**config.mk**
```make
export PLATFORM = sky130hd
export DESIGN_NAME = fifo_wptr_full_flat
export DESIGN_NICKNAME = d
export VERILOG_FILES = /design/src/rtl/fifo_pkg.sv /design/src/rtl/fifo_wptr_full_if.sv /design/src/rtl/fifo_wptr_full_gray2bin.sv /design/src/rtl/fifo_wptr_full.sv /design/src/flat_wrapper.sv
export SDC_FILE = /design/constraint.sdc
export NUM_CORES = 1
export LEC_CHECK = 0
export CAP_MARGIN = 25
export CELL_PAD_IN_SITES_DETAIL_PLACEMENT = 1
export CELL_PAD_IN_SITES_GLOBAL_PLACEMENT = 2
export CORE_MARGIN = 2
export CORE_UTILIZATION = 42
export CTS_CLUSTER_DIAMETER = 200
export DETAILED_ROUTE_END_ITERATION = 12
export DONT_BUFFER_PORTS = 1
export PLACE_DENSITY = 0.84
export SYNTH_ARGS = -nofsm -noshare
export SYNTH_HDL_FRONTEND = slang
export SYNTH_HIERARCHICAL = 1
export SYNTH_SLANG_ARGS = --single-unit
```
**constraint.sdc**
```tcl
create_clock -name clk -period 4.9 [get_ports clk]
set_input_delay 0.49 -clock clk [delete_from_list [all_inputs] [get_ports clk]]
set_output_delay 0.49 -clock clk [all_outputs]
set_load 0.1 [all_outputs]
```
**src/rtl/fifo_pkg.sv**
```systemverilog
`default_nettype none
// ============================================================================
// Package     : fifo_pkg
// Description : Shared async-FIFO constants and Gray/binary conversion helpers
// Revision    : 1.0
// ============================================================================
package fifo_pkg;

    localparam int DEFAULT_ADDR_WIDTH = 4;
    localparam int GRAY_MAX_W         = 32;

    // Both helpers are width-agnostic: zero-extend a narrower code on the way
    // in and keep the low bits of the result.
    function automatic logic [GRAY_MAX_W-1:0] bin_to_gray(input logic [GRAY_MAX_W-1:0] b);
        return b ^ (b >> 1);
    endfunction

    function automatic logic [GRAY_MAX_W-1:0] gray_to_bin(input logic [GRAY_MAX_W-1:0] g);
        logic [GRAY_MAX_W-1:0] b;
        b[GRAY_MAX_W-1] = g[GRAY_MAX_W-1];
        for (int i = GRAY_MAX_W - 2; i >= 0; i--) begin
            b[i] = b[i+1] ^ g[i];
        end
        return b;
    endfunction

endpackage
`default_nettype wire

```
**src/rtl/fifo_wptr_full_if.sv**
```systemverilog
`default_nettype none
// ============================================================================
// Interface   : fifo_wptr_full_if
// Description : Producer, memory-write and synchronizer signals of the write side
// Revision    : 1.0
// ============================================================================
interface fifo_wptr_full_if
    import fifo_pkg::*;
#(
    parameter int ADDR_WIDTH = DEFAULT_ADDR_WIDTH
);
    logic                  w_en;
    logic                  ovf_clr;
    logic [ADDR_WIDTH:0]   rptr_sync;
    logic [ADDR_WIDTH:0]   wptr;
    logic [ADDR_WIDTH-1:0] waddr;
    logic                  w_accept;
    logic                  full;
    logic                  almost_full;
    logic [ADDR_WIDTH:0]   level;
    logic                  overflow;

    modport master (
        output w_en, ovf_clr, rptr_sync,
        input  wptr, waddr, w_accept, full, almost_full, level, overflow
    );

    modport slave (
        input  w_en, ovf_clr, rptr_sync,
        output wptr, waddr, w_accept, full, almost_full, level, overflow
    );
endinterface
`default_nettype wire

```
**src/rtl/fifo_wptr_full_gray2bin.sv**
```systemverilog
`default_nettype none
// ============================================================================
// Module      : gray2bin
// Description : Combinational Gray-to-binary converter (XOR prefix from MSB)
// Revision    : 1.0
// ============================================================================
module gray2bin #(
    parameter int WIDTH = 5
) (
    input  wire logic [WIDTH-1:0] gray,
    output logic      [WIDTH-1:0] bin
);
    generate
        for (genvar i = 0; i < WIDTH; i++) begin : g_bit
            assign bin[i] = ^gray[WIDTH-1:i];
        end
    endgenerate
endmodule
`default_nettype wire

```
**src/rtl/fifo_wptr_full.sv**
```systemverilog
`default_nettype none
// ============================================================================
// Module      : fifo_wptr_full
// Description : Async FIFO write-side pointer, full/almost-full, level, overflow
// Revision    : 1.0
// ============================================================================
module fifo_wptr_full
    import fifo_pkg::*;
#(
    parameter int ADDR_WIDTH = DEFAULT_ADDR_WIDTH,
    parameter int AF_THRESH  = 12
) (
    input  wire logic clk,
    input  wire logic rst,
    fifo_wptr_full_if.slave bus
);
    localparam int             PW       = ADDR_WIDTH + 1;
    localparam logic [PW-1:0]  AF_LEVEL = PW'(AF_THRESH);

    logic [PW-1:0] wbin;
    logic [PW-1:0] wbin_next;
    logic [PW-1:0] wgray_next;
    logic [PW-1:0] rbin;
    logic [PW-1:0] level_next;
    logic [PW-1:0] full_match;
    logic          accept;

    gray2bin #(
        .WIDTH (PW)
    ) u_rptr_g2b (
        .gray (bus.rptr_sync),
        .bin  (rbin)
    );

    assign accept       = bus.w_en & ~bus.full;
    assign bus.w_accept = accept;

    assign wbin_next  = wbin + PW'(accept);
    assign wgray_next = wbin_next ^ (wbin_next >> 1);
    assign level_next = wbin_next - rbin;

    // Full means the write pointer is exactly one lap ahead: in Gray code that
    // is the read pointer with its two MSBs inverted.
    assign full_match = {~bus.rptr_sync[ADDR_WIDTH:ADDR_WIDTH-1],
                          bus.rptr_sync[ADDR_WIDTH-2:0]};

    always_ff @(posedge clk or negedge rst) begin
        if (!rst) begin
            wbin            <= '0;
            bus.wptr        <= '0;
            bus.waddr       <= '0;
            bus.full        <= 1'b0;
            bus.almost_full <= 1'b0;
            bus.level       <= '0;
        end else begin
            wbin            <= wbin_next;
            bus.wptr        <= wgray_next;
            bus.waddr       <= wbin_next[ADDR_WIDTH-1:0];
            bus.full        <= (wgray_next == full_match);
            bus.almost_full <= (level_next >= AF_LEVEL);
            bus.level       <= level_next;
        end
    end

    // A rejected write outranks a same-cycle clear so no overflow is ever lost.
    always_ff @(posedge clk or negedge rst) begin
        if (!rst) begin
            bus.overflow <= 1'b0;
        end else if (bus.w_en && bus.full) begin
            bus.overflow <= 1'b1;
        end else if (bus.ovf_clr) begin
            bus.overflow <= 1'b0;
        end
    end

    a_wptr_one_bit : assert property (@(posedge clk) disable iff (!rst)
        $countones(bus.wptr ^ $past(bus.wptr)) <= 1);

    a_full_level : assert property (@(posedge clk) disable iff (!rst)
        bus.full |-> (bus.level == PW'(1 << ADDR_WIDTH)));

endmodule
`default_nettype wire

```
**src/flat_wrapper.sv**
```systemverilog
// flat-port wrapper written by rule: the top's interface ports become plain ports
module fifo_wptr_full_flat import fifo_pkg::*;
#(
    parameter int ADDR_WIDTH = DEFAULT_ADDR_WIDTH,
    parameter int AF_THRESH  = 12
)
  (clk, rst, bus_w_en, bus_ovf_clr, bus_rptr_sync, bus_wptr, bus_waddr, bus_w_accept, bus_full, bus_almost_full, bus_level, bus_overflow);
  fifo_wptr_full_if #(.ADDR_WIDTH(ADDR_WIDTH)) bus_i ();
  input  wire logic clk;
  input  wire logic rst;
  input wire logic [$bits(bus_i.w_en)-1:0] bus_w_en;
  input wire logic [$bits(bus_i.ovf_clr)-1:0] bus_ovf_clr;
  input wire logic [$bits(bus_i.rptr_sync)-1:0] bus_rptr_sync;
  output wire logic [$bits(bus_i.wptr)-1:0] bus_wptr;
  output wire logic [$bits(bus_i.waddr)-1:0] bus_waddr;
  output wire logic [$bits(bus_i.w_accept)-1:0] bus_w_accept;
  output wire logic [$bits(bus_i.full)-1:0] bus_full;
  output wire logic [$bits(bus_i.almost_full)-1:0] bus_almost_full;
  output wire logic [$bits(bus_i.level)-1:0] bus_level;
  output wire logic [$bits(bus_i.overflow)-1:0] bus_overflow;
  assign bus_i.w_en = bus_w_en;
  assign bus_i.ovf_clr = bus_ovf_clr;
  assign bus_i.rptr_sync = bus_rptr_sync;
  assign bus_wptr = bus_i.wptr;
  assign bus_waddr = bus_i.waddr;
  assign bus_w_accept = bus_i.w_accept;
  assign bus_full = bus_i.full;
  assign bus_almost_full = bus_i.almost_full;
  assign bus_level = bus_i.level;
  assign bus_overflow = bus_i.overflow;
  fifo_wptr_full #(.ADDR_WIDTH(ADDR_WIDTH), .AF_THRESH(AF_THRESH)) u_core (.clk(clk), .rst(rst), .bus(bus_i));
endmodule
```
==> metrics.txt <==
outcome=completed; remaining antenna violation count after routing=0; fraction of the yosys area taken by sequential cells=0.4187; R2R depth=11; Final Hold Vio Count=0; full die area=0.002829 mm2; Worst-Skew Late Latency=0.28 ns; critical path class=reg -> reg; final instance area=0.001136 mm2; Mapped Cells=a little over 80; CTS resizes=0; deepest clock path buffer count=2; # hold bufs at CTS=1; worst min path class=in -> reg; DRC=0; worst-path maximum fanout=6; setup TNS=0 ns; crit-path cells=buf_4 -> nor2b_2 -> buf_4 -> ha_1 -> ha_1 -> xor2_1 -> ha_1 -> a21o_1 -> a21oi_1 -> xor3_1 -> or4_1; routed via count=~600; total number of yosys warnings=6; R2R Setup Slk=1.26 ns; Synth Cell Area=0.001016 mm2; Worst-path clk slew=0.10 ns; Crit Reg-Reg Startpoint=u_core/bus.full; endpoints failing setup=0; # diodes=0; Bufs and invs on worst path=2; Root Buffer Master=clkbuf_4; layout cells sized above 1=0.1758; Top delay family on crit path=adder cells; final WL=between 1500 and 2000 um; Synth cell types=31; Iteration-0 DRC Markers=1; H-tree levels=1; Inserted Clock Buffers=3; total gr overflow=0; hold-critical path depth=1; Worst EP arrival=3.80 ns; Compound-Gate Fraction of Synth Area=0.06650; RSZ-0062 raised after global routing=no; Post-Synth Adder-Cell Area=0.09360; Final period util=0.7420; first-pass GRT wire length=3036 um; clock skew=0.006779 ns; Die Ht=53.19 um; vias in the first global route=around 700; Max Cap Violations=0; Avg Inst Size Synth=around 12 um2; CP Capture Type=register; CP max stage delay=0.51 ns; CTS tree=yes; gr usage total=0.1546; row count=17; Worst Path Required=5.07 ns; Slew headroom=0.3019; crit path max-delay cell type=or4_1; max-slew violation count=0; initial antenna violation count=0; Post-Synth Simple-Gate Area=0.1133; Initial Utilization=0.4506; Setup crit start kind=register; die span in x=53.19 um; worst slew pin tran=between 1 and 1.5 ns; Post-CTS Setup Inserts=0; area of the core=0.002255 mm2; nets=108; Top Ports=27; largest net degree at the start of global routing=18; routability-driven placement congestion ratio=roughly 0.7; most common cell after layout, fill and taps aside=dfrtp_1; Reg2Reg Capture Point=u_core/bus.almost_full; clock sink count=17; Post-Synth XOR/XNOR Area=0.2635; mux cell area share after synthesis=0; worst hold start=bus_ovf_clr; most frequent cells in the layout=dfrtp_1 (17), xnor2_1 (8), xor2_1 (8), inv_1 (6), ha_1 (6); main combinational cell family by area after synthesis=XOR/XNOR gates; critical path's most frequent cell=ha_1; hpwl dp=1454 um; port bufs=0; end of the worst hold path=u_core/bus.overflow; drt via density=5.076; Max Fclk=approximately 280 MHz; flops & latches, synth=17; WL per Instance=15.25 um; dpl cell area=between 0.001 and 0.0015 mm2; syn nets=98; Synth-to-Final Area Change=11.82%; post-route minimum period=around 3.6 ns; Pre-antenna DRT Iters=4
[how the worst max path moves through the flow]
stage                          startpoint  slack [ns]                     end  cells past startpoint
after floorplan           u_core/bus.full         0.1  u_core/bus.almost_full                     10
after global placement    u_core/bus.full        1.28  u_core/bus.almost_full                     11
after detailed placement  u_core/bus.full        1.24  u_core/bus.almost_full                     11
after CTS                 u_core/bus.full        1.21  u_core/bus.almost_full                     11
after global routing      u_core/bus.full        1.01  u_core/bus.almost_full                     11
final                     u_core/bus.full        1.26  u_core/bus.almost_full                     11
[cell families after synthesis]
kind of cell,count (synthesis)
flip-flops,17
adder cells (fa/ha/maj),7
buffers and inverters,9
AO/OA/AOI/OAI,11
XOR/XNOR,22
AND/OR/NAND/NOR,16
[metal layers]
layer | global-route usage | wire length, um | up-vias
li1 | - | - | 294
met1 | 0.1902 | 791 | 296
met2 | 0.2625 | 928 | 12
met3 | 0.02260 | 76 | 2
met4 | 0.07692 | 19 | 0
met5 | 0 | 0 | -
[layout make-up]
type,instances,area [um2]
fillers,245,1119
multi-input cells,56,548.0
flip-flops and latches,17,425.4
repair buffers,7,75.07
well taps,28,35.03
clock buffers,4,26.28
inverters,7,26.28
[synth_stat cells, drive strengths merged]
| cell type | count | area [um2] |
|---|---|---|
| a21boi | 1 | 7.510 |
| a21o | 2 | 15.01 |
| a21oi | 4 | 20.02 |
| and3 | 2 | 17.52 |
| buf | 2 | 18.77 |
| dfrtp | 17 | 425.4 |
| fa | 1 | 20.02 |
| ha | 6 | 75.07 |
| inv | 7 | 26.27 |
| nand2 | 1 | 3.750 |
| nand2b | 1 | 6.260 |
| nand3 | 1 | 5.000 |
| nand3b | 1 | 7.510 |
| nor2b | 3 | 18.77 |
| nor3 | 2 | 10.01 |
| nor4bb | 2 | 20.02 |
| o211ai | 1 | 7.510 |
| o21ai | 2 | 10.01 |
| o31ai | 1 | 7.510 |
| or4 | 2 | 15.01 |
| or4bb | 1 | 11.26 |
| xnor2 | 8 | 70.07 |
| xnor3 | 2 | 46.29 |
| xor2 | 10 | 102.6 |
| xor3 | 2 | 48.79 |
[flip-flops by register name, indices dropped and copies added, names as in the netlist]
signal and flops:
u_core/bus.almost_full 1, u_core/bus.full 1, u_core/bus.level 5, u_core/bus.overflow 1, u_core/bus.wptr 5, u_core/wbin 4
[stage by stage]
step / utilization / cells / hold WS [ns] / setup WS (ns)
final: 0.5039 / 119 / 0.3131 / 1.264
after detailed placement: 0.4756 / 113 / 0.1948 / 1.238
after CTS: 0.4917 / 118 / 0.2901 / 1.209
after global placement: 0.4756 / 113 / 0.1948 / 1.277
after global routing: 0.5039 / 119 / 0.2960 / 1.011
after floorplan: - / 82 / 0.1944 / 0.09779
Power is left out: the tool's default activity adds up to more than one toggle a clock period on the data nets, which glitch-free logic cannot reach.
